[config.mk]
export PLATFORM = sky130hd
export DESIGN_NAME = regfile
export DESIGN_NICKNAME = d
export VERILOG_FILES = /design/src/rtl/regfile_pkg.sv /design/src/rtl/regfile_scoreboard.sv /design/src/rtl/regfile.sv
export SDC_FILE = /design/constraint.sdc
export NUM_CORES = 2
export LEC_CHECK = 0
export CAP_MARGIN = 25
export CORE_UTILIZATION = 40
export CTS_CLUSTER_SIZE = 30
export DETAILED_ROUTE_END_ITERATION = 10
export DONT_BUFFER_PORTS = 1
export GPL_ROUTABILITY_DRIVEN = 0
export PLACE_DENSITY_LB_ADDON = 0.12
export SYNTH_ARGS = -nofsm -noshare
export SYNTH_HDL_FRONTEND = slang
export SYNTH_SLANG_ARGS = --single-unit
[constraint.sdc]
create_clock -name clk -period 6.1 [get_ports clk]
set_clock_uncertainty 0.05 [all_clocks]
set_input_delay 0.915 -clock clk [delete_from_list [all_inputs] [get_ports clk]]
set_output_delay 0.915 -clock clk [all_outputs]
set_load 0.005 [all_outputs]
[src/rtl/regfile_pkg.sv]
// regfile_pkg: shared widths, types and scoreboard helpers for the integer register file
package regfile_pkg;
  localparam int REG_W   = 32;
  localparam int ADDR_W  = 5;
  localparam int REG_NUM = 32;
  typedef logic [REG_W-1:0]  word_t;
  typedef logic [ADDR_W-1:0] addr_t;
  typedef logic [1:0]        sb_cnt_t;
  localparam word_t   ZERO_WORD  = '0;
  localparam addr_t   ZERO_ADDR  = '0;
  localparam sb_cnt_t SB_CNT_MAX = 2'd3;
  // Simultaneous issue and write-back cancel out; otherwise saturate at both ends.
  function automatic sb_cnt_t cnt_next(sb_cnt_t c, logic up, logic dn);
    return (up == dn) ? c : up ? ((c == SB_CNT_MAX) ? c : c + 2'd1) : ((c == '0) ? c : c - 2'd1);
  endfunction
  // In-flight writer remains after this cycle's write-back is bypassed.
  function automatic logic pending(sb_cnt_t c, logic hit);
    return (c != '0) && !(hit && c == 2'd1);
  endfunction
endpackage

[src/rtl/regfile_scoreboard.sv]
// regfile_scoreboard: per-register in-flight writer counters between ID issue and write-back
// Ports: clk/rst (async active-low); we/waddr write-back; issue_valid/issue_rd ID issue;
//        re1/raddr1, re2/raddr2 read lookups; pend1/pend2, sb_full, sb_err (sticky underflow).
module regfile_scoreboard
  import regfile_pkg::*;
(
  input  logic  clk,
  input  logic  rst,
  input  logic  we,
  input  addr_t waddr,
  input  logic  issue_valid,
  input  addr_t issue_rd,
  input  logic  re1,
  input  addr_t raddr1,
  input  logic  re2,
  input  addr_t raddr2,
  output logic  pend1,
  output logic  pend2,
  output logic  sb_full,
  output logic  sb_err
);
  sb_cnt_t cnt [REG_NUM];
  logic dec, iss;
  assign dec = we && waddr != ZERO_ADDR;
  assign iss = issue_valid && issue_rd != ZERO_ADDR;
  assign sb_full = issue_rd != ZERO_ADDR && cnt[issue_rd] == SB_CNT_MAX;
  assign pend1 = re1 && raddr1 != ZERO_ADDR && pending(cnt[raddr1], dec && waddr == raddr1);
  assign pend2 = re2 && raddr2 != ZERO_ADDR && pending(cnt[raddr2], dec && waddr == raddr2);
  // Entry 0 never sees up/dn because both strobes exclude address 0, so it stays 0.
  always_ff @(posedge clk or negedge rst)
    if (!rst) begin
      for (int i = 0; i < REG_NUM; i++) cnt[i] <= '0;
      sb_err <= 1'b0;
    end else begin
      for (int i = 0; i < REG_NUM; i++)
        cnt[i] <= cnt_next(cnt[i], iss && issue_rd == addr_t'(i), dec && waddr == addr_t'(i));
      sb_err <= sb_err || (dec && cnt[waddr] == '0);
    end
endmodule

[src/rtl/regfile.sv]
// regfile: x1-x31 integer register file with write-back bypass, scoreboard and retired-write counter
// Ports: clk/rst (async active-low); we/waddr/wdata write-back; re1/raddr1/rdata1 and
//        re2/raddr2/rdata2 combinational reads; issue_valid/issue_rd ID issue;
//        pend1/pend2/sb_full/sb_err scoreboard status; wb_count retired writes.
module regfile
  import regfile_pkg::*;
(
  input  logic  clk,
  input  logic  rst,
  input  logic  we,
  input  addr_t waddr,
  input  word_t wdata,
  input  logic  re1,
  input  addr_t raddr1,
  output word_t rdata1,
  input  logic  re2,
  input  addr_t raddr2,
  output word_t rdata2,
  input  logic  issue_valid,
  input  addr_t issue_rd,
  output logic  pend1,
  output logic  pend2,
  output logic  sb_full,
  output logic  sb_err,
  output word_t wb_count
);
  word_t regs [REG_NUM];
  logic wr;
  assign wr = we && waddr != ZERO_ADDR;
  always_ff @(posedge clk or negedge rst)
    if (!rst) begin
      for (int i = 0; i < REG_NUM; i++) regs[i] <= ZERO_WORD;
      wb_count <= ZERO_WORD;
    end else if (wr) begin
      regs[waddr] <= wdata;
      wb_count <= wb_count + 32'd1;
    end
  assign rdata1 = (!re1 || raddr1 == ZERO_ADDR) ? ZERO_WORD : (wr && waddr == raddr1) ? wdata : regs[raddr1];
  assign rdata2 = (!re2 || raddr2 == ZERO_ADDR) ? ZERO_WORD : (wr && waddr == raddr2) ? wdata : regs[raddr2];
  regfile_scoreboard u_sb (
    .clk(clk),
    .rst(rst),
    .we(we),
    .waddr(waddr),
    .issue_valid(issue_valid),
    .issue_rd(issue_rd),
    .re1(re1),
    .raddr1(raddr1),
    .re2(re2),
    .raddr2(raddr2),
    .pend1(pend1),
    .pend2(pend2),
    .sb_full(sb_full),
    .sb_err(sb_err)
  );
endmodule
==> summary.md <==
| Metric | Value |
|---|---|
| Status | finished with violations |
| Failing checks | DRC, slew limit |
| Die X | 397.0 um |
| Core area | 154400 um^2 |
| Most frequent cell after synthesis | mux2_2 |
| R2r setup slk | 3.90 ns |
| FP Rows | 144 |
| Post-Synthesis Mean Instance Area | 13.28 um^2 |
| DRT Wirelength | 211.3 mm |
| Vias per cell | 6.280 |
| Nets@finish | 4482 |
| Inst Count DP | 6328 |
| Num ports | 158 |
| Clock buffer count from CTS | 134 |
| Peak Freq | 205.8 MHz |
| Period utilisation layout | 79.67% |
| Initial antenna violation count | 2 |
| Critical path fanouts, max | 373 |
| Max_cap viols | 0 |
| DP HPWL | 115.6 mm |
| Worst setup path category | in2out |
| Endpoint kind of the worst setup timing path | primary output |
| Netlist cell types | 74 |
| Initial cell density of the core | 40.42% |
| Post-synthesis sequential area ratio | 44.95% |
| Leading area contributor after synthesis | dfrtp_1 |
| Worst skew pair latency | 0.77 ns |
| Setup TNS after final layout | 0 ns |
| Routed WL per cell | 32.16 um |
| Number of synthesized flops with an enable pin | 0 |
| Clock-pin slew on the worst setup and hold paths | 0.06 ns |
| Die height | 397.0 um |
| Number of setup violations in the final report | 0 |
| Top cells by area, synth | dfrtp_1, mux2_2, mux4_2 |
| Netlist Area Pre-Place | 62410 um^2 |
| Worst-path cell chain | mux4_2 > mux2_2 > a221oi_1 > a21oi_1 > a22o_1 |
| First-pass GRT wire length | 310.3 mm |
| Area grow syn2layout | 9.365% |
| Fillers | 13930 |
| Post-CTS resize count | 0 |
| Antenna-violating nets left | 0 |
| TritonCTS clock tree | done |
| Top cells by instance count after synthesis | mux2_2, dfrtp_1, mux4_2 |
| CP Launch Type | primary input |
| GRT Total Usage | 26.90% |
| P_leak | 29.15 nW |
| Pwr dens | 322.6 nW/um^2 |
| Maximum VDD drop | 0.3029 mV |
| Postcts setup bufs | 0 |
| YS warnings | 0 |
| Syn Nets | 4760 |
| Max Slew Vio Count | 95 |
| CP bufs+invs | 0 |
| Post-synth top area share | 44.95% |
| Seq cells post-synth | 1121 |
| DRC viols | 33 |
| Synth Instances | 4701 |
| # clock sinks | 1121 |
| CP required | 5.13 ns |
| Vias in the first global route | 41910 |
| Root Buffer | clkbuf_16 |
| Crit path max-delay family | multiplexers |
| Async set-reset flop share out of synthesis | 100.0% |
| Clk buf depth | 3 |
| Crit path time final | 4.860 ns |
| Die area | 157600 um^2 |
| Final cell count without fillers | 6570 |
| Slowest-stage cell, CP | mux4_2 |
| Slew at the pin closest to its max-slew limit | 1.848 ns |
| Pin count of the biggest net entering global routing | 374 |
| GR Overflow Total | 0 |
| RSZ-0062 raised after global routing | no |
| Via count | 41260 |
| Final hold vios | 0 |
| I/O Buffers | 0 |
| Htree depth | 4 |
| Worst slew margin | -23.22% |
| Peak per-stage delay on the critical path | 1.07 ns |
| Worst-case reg-to-reg path depth | 5 |
| Crit path DAT | 3.89 ns |
| Layout cell share with drive strength beyond 1 | 41.93% |
| Final Core Density | 44.20% |
| Top_reg_cell synth | dfrtp_1 |
| Drt pass-1 iters | 10 |
| Crit path depth | 5 |
| HP Class | in2async |
| Initial DRC count | 3650 |
## repair_timing
| item | in CTS | in global routing |
|---|---|---|
| hold buffers | 1 | 0 |
| setup endpoints to repair | 0 | 0 |
| hold endpoints to repair | 161 | 0 |
## final cells by class
cell class / count / area (um^2) / share of cell area, %
well taps: 2044 / 2557 / 3.747
clock buffers: 208 / 4100 / 6.007
inverters: 17 / 63.81 / 0.09349
repair buffers: 74 / 873.3 / 1.280
diodes: 2 / 5.005 / 0.007333
clock inverters: 29 / 311.5 / 0.4565
multi-input cells: 3075 / 32290 / 47.31
flip-flops and latches: 1121 / 28050 / 41.10
## path summary, 6_finish.rpt
kind	from	to
min in group clk	wdata[5]	regs[741]
worst max-delay path	raddr1[0]	rdata1[16]
worst min register to register	regs[1009]	regs[1009]
worst min-delay path	rst	regs[735]
max in group asynchronous	rst	regs[239]
worst max register to register	wb_count[0]	wb_count[20]
## through the flow
| step | area, um^2 | hold WS (ns) | total power, W | setup slack, ns |
|---|---|---|---|---|
| 2_1_floorplan | 62410 | 0.3913 | 0.01304 | 2.504 |
| 3_3_place_gp | 63520 | 0.3290 | 0.01384 | 1.458 |
| 3_5_place_dp | 63750 | 0.3340 | 0.01395 | 1.700 |
| 4_1_cts | 68190 | 0.1241 | 0.02218 | 1.692 |
| 5_1_grt | 68250 | 0.03409 | 0.02300 | 1.534 |
| 6_report | 68250 | 0.01343 | 0.02202 | 1.240 |
## cells in the final DEF (no fill, tap or decap), drive strengths merged, types with 10 or more instances in the layout
| cell | count |
|---|---|
| buf | 74 |
| xor2 | 17 |
| mux4 | 379 |
| a22o | 26 |
| nor3 | 37 |
| o21ai | 76 |
| clkbuf | 208 |
| nor2 | 118 |
| o22ai | 137 |
| mux2 | 1161 |
| xnor2 | 26 |
| nand3 | 52 |
| o31ai | 32 |
| a21oi | 158 |
| a222oi | 17 |
| clkinv | 15 |
| a211oi | 20 |
| o221ai | 34 |
| a221oi | 16 |
| or3 | 63 |
| nand2 | 194 |
| inv | 23 |
| o211ai | 34 |
| nand4 | 12 |
| and2 | 13 |
| or2 | 21 |
| dfrtp | 1121 |
| mux2i | 327 |
| or3b | 10 |
## per-layer routing
| metal | vias up | routed length, um | global-route usage [%] |
|---|---|---|---|
| met2 | 1292 | 98330 | 42.21 |
| met1 | 22360 | 94490 | 38.03 |
| met3 | 310 | 12250 | 4.604 |
| met4 | 0 | 6248 | 8.156 |
| li1 | 17300 | - | - |
| met5 | - | 0 | 0 |
## worst register-to-register path, stage by stage (launching register included)
cell	delay [ns]
dfrtp_1	0.53
ha_1	0.23
o2111a_1	0.44
nand3_1	0.29
or3_1	0.40
xnor2_1	0.13
## state kept, by name (all words and copies together), names as in the netlist
register     cells
u_sb.sb_err      1
wb_count        32
regs          1024
u_sb.cnt        64
## kinds of logic (layout without fill, tap and decap cells)
kind of cell	count (synthesis)	count (layout)	synth area share, %
adder cells (fa/ha/maj)	1	1	0.02005
multiplexers	1867	1867	39.87
XOR/XNOR	43	43	0.6035
buffers and inverters	505	328	3.825
other	0	2	0
AO/OA/AOI/OAI	582	582	6.083
flip-flops	1121	1121	44.95
AND/OR/NAND/NOR	582	582	4.647
## where the power goes
| group | internal, W | switching (W) |
|---|---|---|
| Sequential | 0.00882 | 0.00109 |
| Clock | 0.00479 | 0.00334 |
| Combinational | 0.00251 | 0.00147 |
| Total | 0.0161 | 0.00590 |
Power figures use the tool's default switching activity.
